==> config.mk <==
export PLATFORM = sky130hd
export DESIGN_NAME = serial_word_collector_flat
export DESIGN_NICKNAME = d
export VERILOG_FILES = /design/src/rtl/serial_word_collector_if.sv /design/src/rtl/serial_word_collector.sv /design/src/flat_wrapper.sv
export SDC_FILE = /design/constraint.sdc
export NUM_CORES = 1
export LEC_CHECK = 0
export CORE_AREA = 2 2 53 43
export CTS_BUF_LIST = sky130_fd_sc_hd__clkbuf_4
export DETAILED_ROUTE_END_ITERATION = 12
export DIE_AREA = 0 0 55 45
export PLACE_DENSITY = 0.49
export SLEW_MARGIN = 25
export SYNTH_ARGS = -nofsm -noshare
export SYNTH_HDL_FRONTEND = slang
export SYNTH_SLANG_ARGS = --single-unit
==> constraint.sdc <==
create_clock -name clk -period 1.4 [get_ports clk]
set_input_delay 0.28 -clock clk [delete_from_list [all_inputs] [get_ports clk]]
set_output_delay 0.28 -clock clk [all_outputs]
set_load 0.03 [all_outputs]
==> src/rtl/serial_word_collector_if.sv <==
// Serial-in / word-out bundle between the shift-register source, the collector and its consumer.
interface serial_word_collector_if #(
    parameter int unsigned n = 4
);
    logic         SI;
    logic         SI_valid;
    logic         sync;
    logic [n-1:0] Q;
    logic         Q_valid;
    logic         Q_ready;
    logic         overrun;
    logic         ovr_clr;

    // Collector side: takes the serial stream and control, presents the held word.
    modport slave (
        input  SI,
        input  SI_valid,
        input  sync,
        input  Q_ready,
        input  ovr_clr,
        output Q,
        output Q_valid,
        output overrun
    );

    // Environment side: drives the stream and consumer controls, observes the word.
    modport master (
        output SI,
        output SI_valid,
        output sync,
        output Q_ready,
        output ovr_clr,
        input  Q,
        input  Q_valid,
        input  overrun
    );
endinterface

==> src/rtl/serial_word_collector.sv <==
// Reassembles LSB-first serial bits into n-bit words, parks each word in a
// one-entry holding register drained by valid/ready, and flags dropped words.
module serial_word_collector #(
    parameter int unsigned n = 4
) (
    input  logic                     clk,
    input  logic                     reset_n,
    serial_word_collector_if.slave   bus
);
    localparam int unsigned CW = (n > 2) ? $clog2(n) : 1;
    localparam int unsigned SW = n - 1;
    localparam logic [CW-1:0] CNT_LAST = CW'(n - 1);
    localparam logic [CW-1:0] CNT_ONE  = CW'(1);

    typedef enum logic {
        ST_EMPTY = 1'b0,
        ST_FULL  = 1'b1
    } hold_state_t;

    hold_state_t   state_q, state_d;
    logic [SW-1:0] sh_q, sh_d;
    logic [CW-1:0] cnt_q, cnt_d;
    logic [n-1:0]  q_q, q_d;
    logic          ovr_q, ovr_d;

    logic [n-1:0]  word_c;
    logic          complete_c;
    logic          drain_c;

    // Only the upper n-1 bits of the shifter are ever needed: the oldest bit leaves on completion.
    assign word_c     = {bus.SI, sh_q};
    assign complete_c = bus.SI_valid && !bus.sync && (cnt_q == CNT_LAST);
    assign drain_c    = (state_q == ST_FULL) && bus.Q_ready;

    // State, shifter, counter and output registers.
    always_ff @(posedge clk or negedge reset_n) begin
        if (!reset_n) begin
            state_q <= ST_EMPTY;
            sh_q    <= '0;
            cnt_q   <= '0;
            q_q     <= '0;
            ovr_q   <= 1'b0;
        end else begin
            state_q <= state_d;
            sh_q    <= sh_d;
            cnt_q   <= cnt_d;
            q_q     <= q_d;
            ovr_q   <= ovr_d;
        end
    end

    // Next-state: bit assembly, holding-register occupancy and sticky overrun.
    always_comb begin
        state_d = state_q;
        sh_d    = sh_q;
        cnt_d   = cnt_q;
        q_d     = q_q;
        ovr_d   = ovr_q && !bus.ovr_clr;

        // A sync strobe restarts the word; a bit arriving with it becomes bit 0.
        if (bus.sync) begin
            if (bus.SI_valid) begin
                sh_d  = word_c[n-1:1];
                cnt_d = CNT_ONE;
            end else begin
                cnt_d = '0;
            end
        end else if (bus.SI_valid) begin
            sh_d  = word_c[n-1:1];
            cnt_d = complete_c ? '0 : cnt_q + CNT_ONE;
        end

        unique case (state_q)
            ST_EMPTY: begin
                if (complete_c) begin
                    q_d     = word_c;
                    state_d = ST_FULL;
                end
            end
            ST_FULL: begin
                if (complete_c) begin
                    if (drain_c) begin
                        q_d = word_c;
                    end else begin
                        ovr_d = 1'b1;
                    end
                end else if (drain_c) begin
                    state_d = ST_EMPTY;
                end
            end
            default: state_d = ST_EMPTY;
        endcase
    end

    assign bus.Q       = q_q;
    assign bus.Q_valid = (state_q == ST_FULL);
    assign bus.overrun = ovr_q;
endmodule

==> src/flat_wrapper.sv <==
// flat-port wrapper written by rule: the top's interface ports become plain ports
module serial_word_collector_flat 
#(
    parameter int unsigned n = 4
)
  (clk, reset_n, bus_SI, bus_SI_valid, bus_sync, bus_Q_ready, bus_ovr_clr, bus_Q, bus_Q_valid, bus_overrun);
  serial_word_collector_if #(.n(n)) bus_i ();
  input  logic clk;
  input  logic reset_n;
  input wire logic [$bits(bus_i.SI)-1:0] bus_SI;
  input wire logic [$bits(bus_i.SI_valid)-1:0] bus_SI_valid;
  input wire logic [$bits(bus_i.sync)-1:0] bus_sync;
  input wire logic [$bits(bus_i.Q_ready)-1:0] bus_Q_ready;
  input wire logic [$bits(bus_i.ovr_clr)-1:0] bus_ovr_clr;
  output wire logic [$bits(bus_i.Q)-1:0] bus_Q;
  output wire logic [$bits(bus_i.Q_valid)-1:0] bus_Q_valid;
  output wire logic [$bits(bus_i.overrun)-1:0] bus_overrun;
  assign bus_i.SI = bus_SI;
  assign bus_i.SI_valid = bus_SI_valid;
  assign bus_i.sync = bus_sync;
  assign bus_i.Q_ready = bus_Q_ready;
  assign bus_i.ovr_clr = bus_ovr_clr;
  assign bus_Q = bus_i.Q;
  assign bus_Q_valid = bus_i.Q_valid;
  assign bus_overrun = bus_i.overrun;
  serial_word_collector #(.n(n)) u_core (.clk(clk), .reset_n(reset_n), .bus(bus_i));
endmodule
After elaboration in Yosys (flattened, before gate mapping)
Cells that the tools add are included.
{"block": "word_totals", "wordCells": 34, "reg_bits": 11}
{"block": "classes", "eq_ne": 4, "bitwise_logic": 1, "reduce_logical": 8, "add_sub_neg": 1, "n_mux": 15}
{"cell": "4-bit 2-to-1 mux", "n": 3}
{"cell": "4-bit case mux with 2 select lines", "n": 1}
{"cell": "1-bit 2-to-1 mux", "n": 7}
{"cell": "2-bit 2-to-1 mux", "n": 3}
{"cell": "1-bit logical AND", "n": 4}
{"cell": "2-bit inequality test (second input constant)", "n": 2}
{"cell": "3-bit AND reduction", "n": 1}
{"cell": "2-bit by 1-bit adder with 2-bit output (second input constant)", "n": 1}
{"cell": "2-bit == test (second input constant)", "n": 1}
{"cell": "1-bit zero test", "n": 2}
{"cell": "2-bit by 1-bit inequality test with 1-bit output (second input constant)", "n": 1}
{"cell": "1-bit case mux with 2 select lines", "n": 1}
{"cell": "2-bit nonzero test", "n": 1}
{"cell": "1-bit inverter", "n": 1}

Longest topological paths before layout
{"block": "logic_depth", "word_depth": 6, "ltp_mapped": 4}

Least setup slack after synthesis
Ideal clock, no wire load.
{"block": "synth_path", "kind": "flip-flop to flip-flop", "from": "register u_core.state_q, in the netlist u_core.bus.Q_valid", "to": "register u_core.q_q[3], in the netlist u_core.bus.Q[3]", "n_path_buf": 0, "stages_incl_launch_ff": 4, "path_slack_ns": 0.145, "period_less_slack_ns": 1.255, "t_arrival_ns": 1.131, "path_cell_list": "dfrtp_1 nand2b_1 nor2b_4 mux2_2"}
{"block": "synth_between", "elab_chain_len": 3, "elab_cells_between_ends": 7}
{"element": "start: declaration", "line_no": "serial_word_collector.sv:20", "text": "hold_state_t state_q, state_d;"}
{"element": "start signal: assignment", "line_no": "serial_word_collector.sv:44", "text": "state_q <= state_d;"}
{"element": "1-bit logical AND / 1-bit inverter (equally long branches)", "line_no": "serial_word_collector.sv:33, serial_word_collector.sv:73"}
{"element": "2-bit inequality test (no source line) / 2-bit by 1-bit inequality test with 1-bit output (equally long branches)"}
{"element": "3-bit AND reduction (no source line)"}
{"element": "end signal: assignment", "line_no": "serial_word_collector.sv:47", "text": "q_q <= q_d;"}
{"element": "end: declaration", "line_no": "serial_word_collector.sv:23", "text": "logic [n-1:0] q_q, q_d;"}
Several ways; a longest one is shown, not always the timed one.
A chain may end at the register's enable or synchronous reset.

Worst setup path in the final report
{"block": "layout_path", "from": "register u_core.q_q[2], in the netlist u_core.bus.Q[2]", "to": "output port bus_Q[2]"}
{"element": "end: declaration", "line_no": "flat_wrapper.sv:15", "text": "output wire logic [$bits(bus_i.Q)-1:0] bus_Q;"}
No word-level cell between the ends.

==> summary.txt <==
STA
  • Minimum clock period after layout: 1.30 ns
  • Worst-Margin Slew: slightly above 0.3 ns
  • Unrepaired setup endpoints after global routing: no
  • Final hold vios: 0
  • Rel. slew slack: 0.797
  • Final setup violation count: 0
  • Fmax: 771 MHz
  • Fin Hold WS: 0.302 ns
  • TNS Setup: 0 ns
  • Fin crit share: 0.926
  • Skew final: 0.00373 ns
  • Pins Over Slew Limit: 0

Logic synthesis
  • Synthesized area: between 400 and 500 µm²
  • Seq/Total Area, Yosys: 0.603
  • Cells after synthesis: 30
  • Syn_area_per_cell: 15.2 µm²
  • Post-synthesis cell type count: 13
  • YS warnings: 0
  • #FFs+latches synth: 11
  • Post-Syn Nets: 38

Floorplan
  • DIE AREA: 2480 µm²
  • Die Width: roughly 55 µm
  • DIE HEIGHT: 45 µm
  • IO Pins: 13
  • Row cnt: 14
  • Core area: 1930 µm²
  • Starting Density: 0.237

Global route
  • Largest net degree at the start of global routing: 12
  • Initial antenna violation count: 0
  • Remaining global-route overflow: 0
  • Vias in the first global route: 308
  • First-pass GRT wire length: 1.32 mm
  • Total Routing Usage GR: 0.0815

Pwr
  • LEAKAGE: 0.000336 µW
  • Worst vdd ir: 0.000760 V
  • Power density over cell area: between 1000 and 1500 nW/µm²
  • Total Power: 982 µW

Drt
  • Vias per cell: just under 4
  • Drt pass-1 iters: 1
  • Remaining DRCs: 0
  • Initial DRC count: 0
  • Vias: 291
  • WL final: 758 µm
  • Wirelength per Cell: 10.2 µm
  • Post-route antenna net violation count: 0

Worst setup path
  • Worst EP required: 1.12 ns
  • Arrival time at the worst endpoint: 1.02 ns
  • CP Buf/Inv Count: 1
  • Startpoint Class: flop
  • CP cell instances: dlygate4sd2_1
  • Crit-path max FO: 2
  • CP Launch Point: u_core.bus.Q[2]
  • Reg2reg start: u_core.cnt_q[1]
  • Setup Crit Path Kind: flop to primary output
  • Max incr delay on CP: 0.40 ns
  • Crit. End Element: primary output
  • CP max-delay cell: dlygate4sd2_1
  • CP delay by family, top: buffers and inverters

Run status
  • Status: finished, final reports clean

CTS
  • Clock transition at path regs: 0.07 ns
  • Post-CTS setup buffers: 0
  • Hold-fix buffer count after cts: 0
  • CTS sink count: 11
  • CTS Buf Count: 3
  • H-tree depth: 1
  • Clock Latency Late Sink: 0.26 ns
  • CTS tree: yes
  • Clk root buf: clkbuf_4
  • Clk buf depth: 2
  • Post-cts sizing count: 6

Layout
  • Fillers: 201
  • Most frequent cells in the layout: 11 x dfrtp_1, 7 x mux2_2, 6 x clkdlybuf4s50_1, 6 x dlygate4sd2_1, 5 x buf_4
  • Most common cell after layout, fill and taps aside: dfrtp_1
  • Fin nets: 59
  • # diodes: 0
  • Layout cell share with drive strength beyond 1: 0.360
  • Area Overhead vs Synth: 44.4%

Placement
  • PortBufs: 12
  • Detailed Place HPWL: 574 µm
  • Gpl congestion: 0.696

Min path
  • Hold Path Class: input pin to asynchronous set/reset pin

Run
  • # Max-Cap Violations: 0
==> final timing paths <==
check,end,slack (ns),cells past startpoint
setup reg to reg,u_core.bus.Q[3],0.14,4
hold / removal,u_core.bus.overrun,0.30,2
hold reg to reg,u_core.bus.Q[0],0.51,1
min in group clk,u_core.bus.Q[0],0.51,1
max in group asynchronous,u_core.bus.Q[3],0.95,2
setup / recovery,bus_Q[2],0.10,1
==> per-stage QoR <==
stage / cells / utilization / setup WS [ns] / area [µm²]
after CTS: 74 / 0.342 / 0.0779 / 659
after detailed placement: 70 / 0.331 / -0.149 / 637
after floorplan: 30 / - / 0.145 / 457
after global routing: 74 / 0.342 / 0.0348 / 659
after global placement: 70 / 0.331 / -0.135 / 637
final: 74 / 0.342 / 0.104 / 659
==> synthesized netlist by cell type, drive strengths merged <==
cell type  instances  area, µm²
inv                1       3.75
nor2               1       3.75
nor2b              1       13.8
ha                 1       12.5
xnor2              1       8.76
nand2b             2       12.5
mux2i              1       10.0
nand2              1       3.75
nand3b             1       20.0
mux2               7       78.8
dfrtp             11        275
o22ai              1       6.26
buf                1       7.51
==> cell families (layout without fill, tap and decap cells) <==
logic type,Yosys count,count (layout),synth area share
DFF,11,11,0.603
AOI/OAI and AO/OA,1,1,0.0137
adders and majority gates,1,1,0.0274
buffers and inverters,2,22,0.0247
xor gates and xnor gates,1,1,0.0192
muxes,8,8,0.195
and+or+nand+nor,6,6,0.118
==> report_power, final <==
group / switching [µW] / leakage, µW / internal (µW) / total [µW]
logic: 179 / 0.000179 / 141 / 320
clock network: 96.6 / 0.0000184 / 129 / 226
registers: 40.4 / 0.000138 / 396 / 436
total: 316 / 0.000336 / 666 / 982
==> sequential cells by signal, indices dropped and copies added, names as in the netlist <==
| name | cells |
|---|---|
| u_core.bus.Q_valid | 1 |
| u_core.sh_q | 3 |
| u_core.cnt_q | 2 |
| u_core.bus.overrun | 1 |
| u_core.bus.Q | 4 |
==> area by class of cell <==
type / count / area, µm² / share of cell area
sequential: 11 / 275 / 0.417
multi-input combinational: 17 / 170 / 0.258
timing repair buffer: 17 / 150 / 0.228
clock buffer: 4 / 30.0 / 0.0455
tap: 24 / 30.0 / 0.0455
inverter: 1 / 3.75 / 0.00569
==> routing by layer <==
layer	track usage	vias up	wire length (µm)
li1	-	144	-
met1	0.0941	134	375
met2	0.117	13	292
met3	0.0596	0	90
met4	0.0293	0	0
met5	0	-	0
Power figures use the tool's default switching activity.
